$ cat src/rtl/ham_rx_ctrl.sv
// ---------------------------------------------------------------------------
// HamRxCtrl (module ham_rx_ctrl)
//
// Purpose:
//    Serial-to-parallel front end for a Hamming-protected PCM link. Bits
//    arriving from the FSK demodulator are collected MSB first (codeword
//    bit 13 first) into 14-bit codewords. Each completed codeword is
//    latched onto ham_word for an external combinational Hamming decoder.
//    One cycle later, the corrected byte is captured into a single-entry
//    valid/ready output buffer. Bit collection never stalls. If the
//    buffer is still full when a new byte arrives, that byte is dropped
//    and the sticky overrun flag is raised.
//
// Configuration:
//    HAM_ERRCNT_EN - when defined, err_cnt accumulates the number of
//                    corrected nibbles reported by the decoder. The count
//                    saturates at all-ones. When the macro is undefined,
//                    err_cnt is tied to zero and no counter is built.
//
// Ports:
//    clk        in   1         rising-edge clock for all state
//    rst        in   1         synchronous active-high reset
//    bit_in     in   1         serial codeword bit, bit 13 first
//    bit_valid  in   1         bit_in is taken on edges where this is high
//    align      in   1         frame-start strobe, restarts bit counting
//    ham_word   out  14        latched codeword for the external decoder
//    dec_pcm    in   8         corrected byte from the decoder
//    dec_err    in   2         per-nibble correction flags, [1]=upper nibble
//    pcm_code   out  8         decoded byte
//    pcm_valid  out  1         pcm_code holds a byte not yet taken
//    pcm_ready  in   1         consumer takes pcm_code when high with pcm_valid
//    overrun    out  1         sticky, a decoded byte was dropped
//    err_cnt    out  ERRCNT_W  corrected-nibble counter
// ---------------------------------------------------------------------------
module ham_rx_ctrl #(
   parameter int ERRCNT_W = 16
) (
   input  logic                clk,
   input  logic                rst,
   input  logic                bit_in,
   input  logic                bit_valid,
   input  logic                align,
   output logic [13:0]         ham_word,
   input  logic [7:0]          dec_pcm,
   input  logic [1:0]          dec_err,
   output logic [7:0]          pcm_code,
   output logic                pcm_valid,
   input  logic                pcm_ready,
   output logic                overrun,
   output logic [ERRCNT_W-1:0] err_cnt
);

   typedef enum logic {
      SHIFT = 1'b0,
      DEC   = 1'b1
   } state_t;

   state_t      state;
   state_t      state_next;
   logic [13:0] shift_reg;
   logic [3:0]  bit_cnt;
   logic [3:0]  cnt_eff;
   logic        word_done;
   logic        transfer;

   // An align strobe restarts counting at zero. When align arrives together
   // with a valid bit, that bit is treated as bit 0 of the new word.
   // Because of this, the counter value seen by the incoming bit is the
   // aligned value, not the stored one.
   always_comb begin
      cnt_eff   = align ? 4'd0 : bit_cnt;
      word_done = bit_valid && (cnt_eff == 4'd13);
      transfer  = pcm_valid && pcm_ready;
   end

   // Next-state logic. DEC lasts exactly one cycle. The shortest possible
   // word takes 14 accepted bits, so a new word can never complete while
   // the FSM is still in DEC.
   always_comb begin
      state_next = state;
      case (state)
         SHIFT:   if (word_done) state_next = DEC;
         DEC:     state_next = SHIFT;
         default: state_next = SHIFT;
      endcase
   end

   // State register.
   always_ff @(posedge clk) begin
      if (rst) state <= SHIFT;
      else     state <= state_next;
   end

   // Serial collection runs independently of the FSM, so a slow consumer
   // can never stall the demodulator. ham_word only changes on the edge
   // that completes a word, which keeps the decoder input stable while DEC
   // samples it.
   always_ff @(posedge clk) begin
      if (rst) begin
         shift_reg <= '0;
         bit_cnt   <= '0;
         ham_word  <= '0;
      end else if (bit_valid) begin
         shift_reg <= {shift_reg[12:0], bit_in};
         if (word_done) begin
            ham_word <= {shift_reg[12:0], bit_in};
            bit_cnt  <= 4'd0;
         end else begin
            bit_cnt  <= cnt_eff + 4'd1;
         end
      end else if (align) begin
         bit_cnt <= 4'd0;
      end
   end

   // Single-entry output buffer. In DEC, the new byte is loaded if the
   // buffer is empty or is being emptied on this same edge; pcm_valid
   // then stays high. Otherwise the held byte wins, the new byte is lost,
   // and overrun latches until reset.
   always_ff @(posedge clk) begin
      if (rst) begin
         pcm_code  <= '0;
         pcm_valid <= 1'b0;
         overrun   <= 1'b0;
      end else if (state == DEC) begin
         if (!pcm_valid || transfer) begin
            pcm_code  <= dec_pcm;
            pcm_valid <= 1'b1;
         end else begin
            overrun   <= 1'b1;
         end
      end else if (transfer) begin
         pcm_valid <= 1'b0;
      end
   end

   // shift_reg[13] is shifted out and never read. Only the low 13 bits
   // contribute to a completed codeword.
   logic unused_shift_msb;
   assign unused_shift_msb = shift_reg[13];

`ifdef HAM_ERRCNT_EN
   logic [1:0]        err_inc;
   logic [ERRCNT_W:0] err_sum;

   // Corrected-nibble counter. The sum is taken one bit wider so that a
   // carry out of the top bit can be detected and clamped to all-ones.
   // Dropped bytes are counted too, because the decoder still corrected
   // them.
   always_comb begin
      err_inc = {1'b0, dec_err[1]} + {1'b0, dec_err[0]};
      err_sum = {1'b0, err_cnt} + (ERRCNT_W+1)'(err_inc);
   end

   // Counter register. It only advances in DEC cycles.
   always_ff @(posedge clk) begin
      if (rst)
         err_cnt <= '0;
      else if (state == DEC)
         err_cnt <= err_sum[ERRCNT_W] ? {ERRCNT_W{1'b1}} : err_sum[ERRCNT_W-1:0];
   end
`else
   logic unused_dec_err;
   assign unused_dec_err = ^dec_err;
   assign err_cnt        = '0;
`endif

endmodule

$ cat config.mk
export PLATFORM = sky130hd
export DESIGN_NAME = ham_rx_ctrl
export DESIGN_NICKNAME = d
export VERILOG_FILES = /design/src/rtl/ham_rx_ctrl.sv
export SDC_FILE = /design/constraint.sdc
export NUM_CORES = 1
export LEC_CHECK = 0
export BUFFER_PORTS_ARGS = -buffer_cell sky130_fd_sc_hd__buf_2
export CAP_MARGIN = 5
export CORE_MARGIN = 1
export CORE_UTILIZATION = 50
export CTS_CLUSTER_DIAMETER = 60
export CTS_CLUSTER_SIZE = 12
export DETAILED_ROUTE_END_ITERATION = 12
export GPL_TIMING_DRIVEN = 0
export HOLD_SLACK_MARGIN = 0.15
export PLACE_DENSITY = 0.79
export SLEW_MARGIN = 15
export SYNTH_ARGS = -nofsm -noshare
export SYNTH_HDL_FRONTEND = slang
export SYNTH_SLANG_ARGS = --single-unit
$ cat constraint.sdc
create_clock -name clk -period 1.5 [get_ports clk]
set_input_delay 0.075 -clock clk [delete_from_list [all_inputs] [get_ports clk]]
set_output_delay 0.075 -clock clk [all_outputs]
set_load 0.005 [all_outputs]
## Word level (Yosys, flattened, before mapping)

Cells that the tools add are included.

| cells by class | value |
|---|---|
| $add $sub $neg | 1 |
| equal/unequal tests | 2 |
| mux-type cells | 8 |
| bitwise logic cells | 2 |
| reductions and logical operators | 9 |

Operators with widths:

| kind | count |
|---|---|
| $mux W4 | 3 |
| $reduce_and A2 Y1 | 4 |
| $add A4 B1 Y4 const B | 1 |
| $eq A4 B4 Y1 const B | 1 |
| $mux W1 | 4 |
| $logic_and A1 B1 Y1 | 2 |
| $ne A2 B1 Y1 const B | 1 |
| $not A1 Y1 | 2 |
| $pmux W1 S2 | 1 |
| $reduce_bool A2 Y1 | 1 |
| $logic_not A1 Y1 | 1 |
| $logic_or A1 B1 Y1 | 1 |

| word-level totals | value |
|---|---|
| bits in registers | 42 |
| input port bits | 16 |
| logic and storage cells | 29 |

## Longest topological paths before layout

Gate-level depths: netlist of the first run.

| depth | value |
|---|---|
| depth after elaboration | 5 |
| gate-level depth with buffers | 6 |

## Least setup slack after synthesis of the first run

No wires, ideal clock.

| path | value |
|---|---|
| path type | register -> register |
| start | reg bit_cnt[0] |
| end | reg ham_word[10] |
| library setup time | 0.072 ns |
| arrival time | 1.118 ns |
| setup slack | 0.311 ns |
| cell stages (with the launch flop) | 6 |
| path through | dfxtp_1 > nor2b_2 > and4bb_1 > buf_6 > buf_12 > mux2i_1 |

| between the ends | value |
|---|---|
| cells in the longest elaborated chain, start to end | 4 |

RTL lines:

| item | RTL line | RTL |
|---|---|---|
| start, declared | 61 | `logic [3:0] bit_cnt;` |
| start signal, assigned | 109 | `bit_cnt <= cnt_eff + 4'd1;` |
| $mux W4 | n/a |  |
| $eq A4 B4 Y1 | 72 | `word_done = bit_valid && (cnt_eff == 4'd13);` |
| $logic_and A1 B1 Y1 | 72 |  |
| $reduce_and A2 Y1 (no source line) | n/a |  |
| end signal, assigned | 106 | `ham_word <= {shift_reg[12:0], bit_in};` |
| end, declared | 43 | `output logic [13:0] ham_word,` |

No other way between the ends.
A chain may end at the register's enable or synchronous reset.

## Worst setup path after layout of the first run

| path | value |
|---|---|
| start | in bit_valid |
| end | reg bit_cnt[2] |

| between the ends | value |
|---|---|
| cells in the longest elaborated chain, start to end | 3 |

RTL lines:

| item | RTL line | RTL |
|---|---|---|
| start, declared | 41 | `input logic bit_valid,` |
| $logic_and A1 B1 Y1 | 72 |  |
| $mux W4 | 105 | `if (word_done) begin` |
| $mux W4 (*) | 103 | `end else if (bit_valid) begin` |

Mark *: on every way between the ends. The rest lies on a longest branch, timed or not.

==> flow_metrics.py, run 1 <==
metrics = {
    "synthesis": {
        "postSynthCellCount": 186,
        "ys_warn_count": 0,
        "synthDistinctLibCells": 25,
        "syn_area_per_cell_um2": 9.693,
        "ys_ff_latch": 42,
        "yosysSeqAreaShare": 0.4663,
        "syn_area_um2": 1803,
    },
    "setup_path": {
        "startpoint_type": "primary input",
        "rr_endpoint": "bit_cnt[2]",
        "r2r_cells": 4,
        "worstPathArrival_ps": 1650,
        "r2r_slack_ps": 150,
        "rr_startpoint": "bit_cnt[1]",
        "critical_path.max_stage_delay_ps": 560,
        "crit_type": "primary input to flip-flop",
        "cpMostUsedCell": "dlygate4sd3_1",
        "path_buf_inv": 3,
        "cp_slowest_cell": "dlygate4sd3_1",
        "critPathTopFamily": "buffers and inverters",
        "end_kind": "flip-flop",
        "path_max_fanout": 9,
        "cp.required_ps": 1750,
        "critPathLaunch": "bit_valid",
        "cp_cell_sequence": "dlygate4sd3_1 -> buf_6 -> and3_1 -> o21ai_1 -> nor3_1 -> dlygate4sd3_1",
    },
    "timing": {
        "setup_viol": 0,
        "rsz0062_at_grt": "no",
        "relSlewSlack": 0.6255,
        "hold_violations": 0,
        "worstMarginPinSlew_ps": 560.6,
        "drv_slew": 0,
        "fin_ws_ps": 92.70,
        "period_needed_ps": 1407,
        "skew_ps": 17.95,
        "setup-tns-final_ps": 0,
        "timing.fmax_mhz": 710.6,
        "finalHoldWorstSlack_ps": 199.5,
        "fin_crit_sh": 0.9382,
    },
    "cells_and_area": {
        "fillCellCount": 268,
        "seqCellArea_um2": 840.8,
        "final_common_cell": "dfxtp_1",
        "mostFrequentLayoutCells": "dfxtp_1 (42), buf_2 (39), nand2b_1 (29)",
        "antennaDiodeCount": 0,
        "largest_reg_flops": 14,
        "fin_util": 0.6766,
        "drive_gt1_frac": 0.2627,
        "syn_to_final_growth_pct": 27.20,
        "multiInputGateArea_um2": 813.3,
        "nNetsFinal": 271,
    },
    "clock_network": {
        "cts_max_path_buffers": 2,
        "path_clk_slew_ps": 120,
        "numCtsBuffers": 5,
        "htreeDepth": 2,
        "clock_latency_ps": 340,
        "clock_sinks": 42,
        "ctsRootBufferMaster": "clkbuf_4",
        "cts_tree": "yes",
    },
    "global_route": {
        "antenna_found_initial": 0,
        "grt_pass1_vias": 1148,
        "grt_overflow": 0,
        "grt_pass1_wl_um": 4905,
        "grt_max_degree": 13,
        "grt_use_total": 0.1782,
    },
    "run": {
        "cap_violations": 0,
    },
    "detailed_routing": {
        "first_iter_violations": 34,
        "drcViolationCount": 0,
        "drtPass1Iterations": 4,
        "wl_per_cell_um": 10.54,
        "ant_nets": 0,
        "drt-total-wl_um": 3174,
        "via_count": 1375,
        "vias_per_cell": 4.568,
    },
    "floorplanning": {
        "fp-row-count": 21,
        "initial_core_util": 0.5319,
        "die_x_um": 62.05,
        "die-area_um2": 3850,
        "dieHeight_um": 62.05,
        "io_pins": 56,
        "core_area_um2": 3390,
    },
    "placement": {
        "port_buffers": 35,
        "pre_cts_ws_ps": 191.5,
        "gp_congestion": 0.7601,
        "dp_hpwl_um": 2202,
    },
    "min_path": {
        "worstHoldPathType": "primary input to flip-flop",
        "hold-path-cell-count": 4,
        "hold_end": "pcm_code[2]",
        "worstHoldStart": "pcm_ready",
    },
    "pwr": {
        "power_density_nw_per_um2": 873.2,
        "ir_drop_uv": 603.6,
        "p_leak_nw": 1.003,
    },
    "run_status": {
        "status": "finished clean",
    },
}
## layout make-up
class | count | area share
clock inverter | 1 | 0.01309
sequential | 42 | 0.3666
inverter | 1 | 0.001637
multi-input combinational | 130 | 0.3546
timing repair buffer | 47 | 0.1288
clock buffer | 6 | 0.02237
buffer | 28 | 0.08783
tap | 46 | 0.02510
## worst register-to-register path, cell delays in order (launching register included)
cell and delay [ps]:
dfxtp_1 340, and3_1 200, o21ai_1 120, nor3_1 50, dlygate4sd3_1 560
## routing by layer
| metal | wire length [um] | GRT usage | part of all wire |
|---|---|---|---|
| met5 | 0 | 0 | 0 |
| met4 | 40 | 0.05714 | 0.013 |
| met3 | 148 | 0.06211 | 0.047 |
| met2 | 1537 | 0.2964 | 0.48 |
| met1 | 1448 | 0.2155 | 0.46 |
## worst max-delay path by stage
stage | slack (ps) | end | cells past startpoint
after detailed placement | 190 | ham_word[9] | 5
after global routing | 40 | bit_cnt[2] | 6
after global placement | 220 | ham_word[8] | 5
final | 90 | bit_cnt[2] | 6
after floorplan | 310 | ham_word[10] | 5
after CTS | 60 | bit_cnt[2] | 6
## stage by stage
| stage | total power [mW] | area (um2) | cells |
|---|---|---|---|
| 3_5_place_dp | 1.279 | 2092 | 282 |
| 4_1_cts | 2.020 | 2293 | 301 |
| 5_1_grt | 2.082 | 2293 | 301 |
| 2_1_floorplan | 1.249 | 1859 | 201 |
| 3_3_place_gp | 1.277 | 2092 | 282 |
| 6_report | 2.003 | 2293 | 301 |
## cells in the mapped netlist
| cell | instances | area, um2 |
|---|---|---|
| and3_1 | 1 | 6.260 |
| buf_12 | 1 | 20.02 |
| nor3_1 | 1 | 5.000 |
| buf_2 | 4 | 20.02 |
| mux2i_1 | 27 | 270.3 |
| xnor2_1 | 1 | 8.760 |
| a21oi_1 | 11 | 55.05 |
| buf_4 | 16 | 120.1 |
| xor2_1 | 1 | 8.760 |
| nand2b_1 | 29 | 181.4 |
| dfxtp_1 | 42 | 840.8 |
| and4bb_1 | 1 | 12.51 |
| o2111ai_1 | 1 | 8.760 |
| o21ai_0 | 9 | 45.04 |
| nand2_1 | 3 | 11.26 |
| clkbuf_1 | 5 | 18.77 |
| nand3_1 | 8 | 40.04 |
| nor2b_1 | 1 | 6.260 |
| conb_1 | 1 | 3.750 |
| nor3b_2 | 1 | 12.51 |
| buf_6 | 2 | 22.52 |
| nor4_1 | 2 | 12.51 |
| nor2_1 | 16 | 60.06 |
| nor2b_2 | 1 | 8.760 |
| inv_1 | 1 | 3.750 |
## cells by family after synthesis
group | Yosys count | share of synthesized area
and+or+nand+nor | 64 | 0.1978
DFF | 42 | 0.4663
buffers and inverters | 29 | 0.1138
muxes | 27 | 0.1499
AOI/OAI and AO/OA | 21 | 0.06037
xor gates and xnor gates | 2 | 0.009717
other | 1 | 0.002080
## where the power goes
group	switching, mW	internal, mW
Sequential	0.00492	1.12
Combinational	0.0628	0.0884
Clock	0.337	0.388
Total	0.405	1.60
## what timing repair did
item / in CTS / in global routing
buffers inserted: 0 / 0
resized for setup: 0 / 1
setup endpoints to repair: 0 / 1
hold endpoints to repair: 17 / 0
hold buffers: 12 / 0
Note: power is estimated with default switching activity, not from simulation.
==> inputs of run 2 (changes only) <==
--- a/config.mk
+++ b/config.mk
@@ -7,14 +7,16 @@
 export LEC_CHECK = 0
 export BUFFER_PORTS_ARGS = -buffer_cell sky130_fd_sc_hd__buf_2
 export CAP_MARGIN = 5
+export CELL_PAD_IN_SITES_DETAIL_PLACEMENT = 0
+export CELL_PAD_IN_SITES_GLOBAL_PLACEMENT = 2
 export CORE_MARGIN = 1
-export CORE_UTILIZATION = 50
+export CORE_UTILIZATION = 30
 export CTS_CLUSTER_DIAMETER = 60
 export CTS_CLUSTER_SIZE = 12
 export DETAILED_ROUTE_END_ITERATION = 12
 export GPL_TIMING_DRIVEN = 0
 export HOLD_SLACK_MARGIN = 0.15
-export PLACE_DENSITY = 0.79
+export PLACE_DENSITY_LB_ADDON = 0.12
 export SLEW_MARGIN = 15
 export SYNTH_ARGS = -nofsm -noshare
 export SYNTH_HDL_FRONTEND = slang
==> flow_metrics.py, run 2 (synthesis results as in run 1) <==
metrics = {
    "clock_network": {
        "numCtsBuffers": 5,
        "cts-resized-gates": 0,
        "cts_tree": "yes",
        "htreeDepth": 2,
        "postCtsSetupRepairBufs": 0,
        "clock_latency_ps": 300,
        "cts_max_path_buffers": 2,
        "clock_sinks": 42,
        "path_clk_slew_ps": 90,
        "ctsRootBufferMaster": "clkbuf_8",
    },
    "cells_and_area": {
        "syn_to_final_growth_pct": 28.94,
        "fin_util": 0.4121,
        "drive_gt1_frac": 0.2667,
        "mostFrequentLayoutCells": "dfxtp_1 (42), buf_2 (39), nand2b_1 (29)",
        "fillCellCount": 594,
        "final_cell_area_um2": 2325,
        "instances_no_fill": 327,
        "seqCellArea_um2": 840.8,
        "largest_reg_flops": 14,
        "multiInputGateArea_um2": 813.3,
        "nNetsFinal": 270,
        "antennaDiodeCount": 0,
        "final_common_cell": "dfxtp_1",
    },
    "timing": {
        "setup_viol": 0,
        "hold_violations": 0,
        "rsz0062_at_grt": "no",
        "relSlewSlack": 0.6410,
        "worstMarginPinSlew_ps": 537.3,
        "drv_slew": 0,
        "period_needed_ps": 1356,
        "fin_crit_sh": 0.9043,
        "finalHoldWorstSlack_ps": 220.1,
        "timing.fmax_mhz": 737.2,
        "skew_ps": 8.708,
        "setup-tns-final_ps": 0,
    },
    "setup_path": {
        "startpoint_type": "primary input",
        "path_buf_inv": 4,
        "worstPathArrival_ps": 1590,
        "critPathTopFamily": "buffers and inverters",
        "end_kind": "flip-flop",
        "cp.required_ps": 1730,
        "critical_path.max_stage_delay_ps": 520,
        "path_max_fanout": 10,
        "crit_type": "primary input to flip-flop",
        "cp_cell_sequence": "dlygate4sd3_1 -> buf_2 -> nor2b_2 -> and4bb_1 -> buf_6 -> buf_12 -> mux2i_1",
        "cp_slowest_cell": "dlygate4sd3_1",
    },
    "pwr": {
        "power_switching_share": 0.2380,
        "power.share.combinational": 0.075,
        "power_density_nw_per_um2": 866.7,
        "power_frac_clock": 0.367,
        "p_leak_nw": 0.9957,
        "power_frac_seq": 0.559,
        "ir_drop_uv": 303.6,
        "p_int_mw": 1.535,
        "p_sw_mw": 0.4795,
    },
    "placement": {
        "placed_area_um2": 2125,
        "port_buffers": 35,
        "gp_congestion": 0.7318,
        "place_inst": 308,
        "dp_hpwl_um": 2402,
    },
    "floorplanning": {
        "io_pins": 56,
        "die_x_um": 79.53,
        "fp-row-count": 27,
        "initial_core_util": 0.3196,
        "dieHeight_um": 79.53,
        "die-area_um2": 6324,
        "core_area_um2": 5642,
    },
    "detailed_routing": {
        "first_iter_violations": 57,
        "wl_per_cell_um": 10.55,
        "drtPass1Iterations": 4,
        "vias_per_cell": 4.116,
        "drcViolationCount": 0,
        "via_count": 1346,
        "drt-total-wl_um": 3450,
        "ant_nets": 0,
    },
    "run_status": {
        "status": "finished clean",
    },
    "run": {
        "cap_violations": 0,
    },
    "global_route": {
        "grt_pass1_wl_um": 5630,
        "grt_pass1_vias": 1190,
        "grt_max_degree": 15,
        "grt_use_total": 0.1166,
        "antenna_found_initial": 0,
        "grt_overflow": 0,
    },
    "min_path": {
        "worstHoldPathType": "primary input to flip-flop",
    },
}
[run 2: worst reg2reg max path: stages, from the launching register on]
cell,delay (ps)
dfxtp_1,380
nor2b_2,180
and4bb_1,230
buf_6,160
buf_12,150
mux2i_1,180
[run 2: per-stage QoR]
stage               worst slack (ps)  power, mW
floorplan                      310.7      1.249
global placement               189.4      1.282
detailed placement             194.5      1.281
CTS                            134.9      2.043
global route                   39.05      2.111
finish                         143.6      2.015
[run 2: worst paths after layout]
| path | slack (ps) | depth (start not counted) | to | from |
|---|---|---|---|---|
| worst max-delay path | 140 | 7 | ham_word[12] | align |
| worst min-delay path | 220 | 4 | overrun | pcm_ready |
| worst max register to register | 160 | 5 | ham_word[12] | bit_cnt[0] |
| worst min register to register | 470 | 2 | ham_word[0] | ham_word[0] |
[run 2: timing repair]
item / in CTS / in global routing
hold buffers: 11 / 0
endpoints found under the hold margin: 17 / 0
endpoints found under the setup margin: 0 / 0
[run 2: routing by layer]
| metal | track usage | wire length, um |
|---|---|---|
| met1 | 0.1524 | 1739 |
| met2 | 0.1735 | 1458 |
| met3 | 0.02743 | 189 |
| met4 | 0.06727 | 61 |
| met5 | 0 | 0 |
[run 2: layout make-up]
| cell class | instances | area share |
|---|---|---|
| flip-flops and latches | 42 | 0.3617 |
| clock inverters | 3 | 0.009150 |
| repair buffers | 46 | 0.1227 |
| plain buffers | 28 | 0.08665 |
| well taps | 72 | 0.03875 |
| inverters | 1 | 0.001615 |
| clock buffers | 5 | 0.02960 |
| multi-input cells | 130 | 0.3498 |
[run 2: power groups by stage]
stage | sequential (mW) | clock (mW) | combinational [mW]
4_1_cts | 1.13 | 0.766 | 0.151
6_report | 1.13 | 0.739 | 0.151
5_1_grt | 1.13 | 0.817 | 0.166
2_1_floorplan | 1.15 | 0 | 0.0988
3_3_place_gp | 1.15 | 0 | 0.130
3_5_place_dp | 1.15 | 0 | 0.129
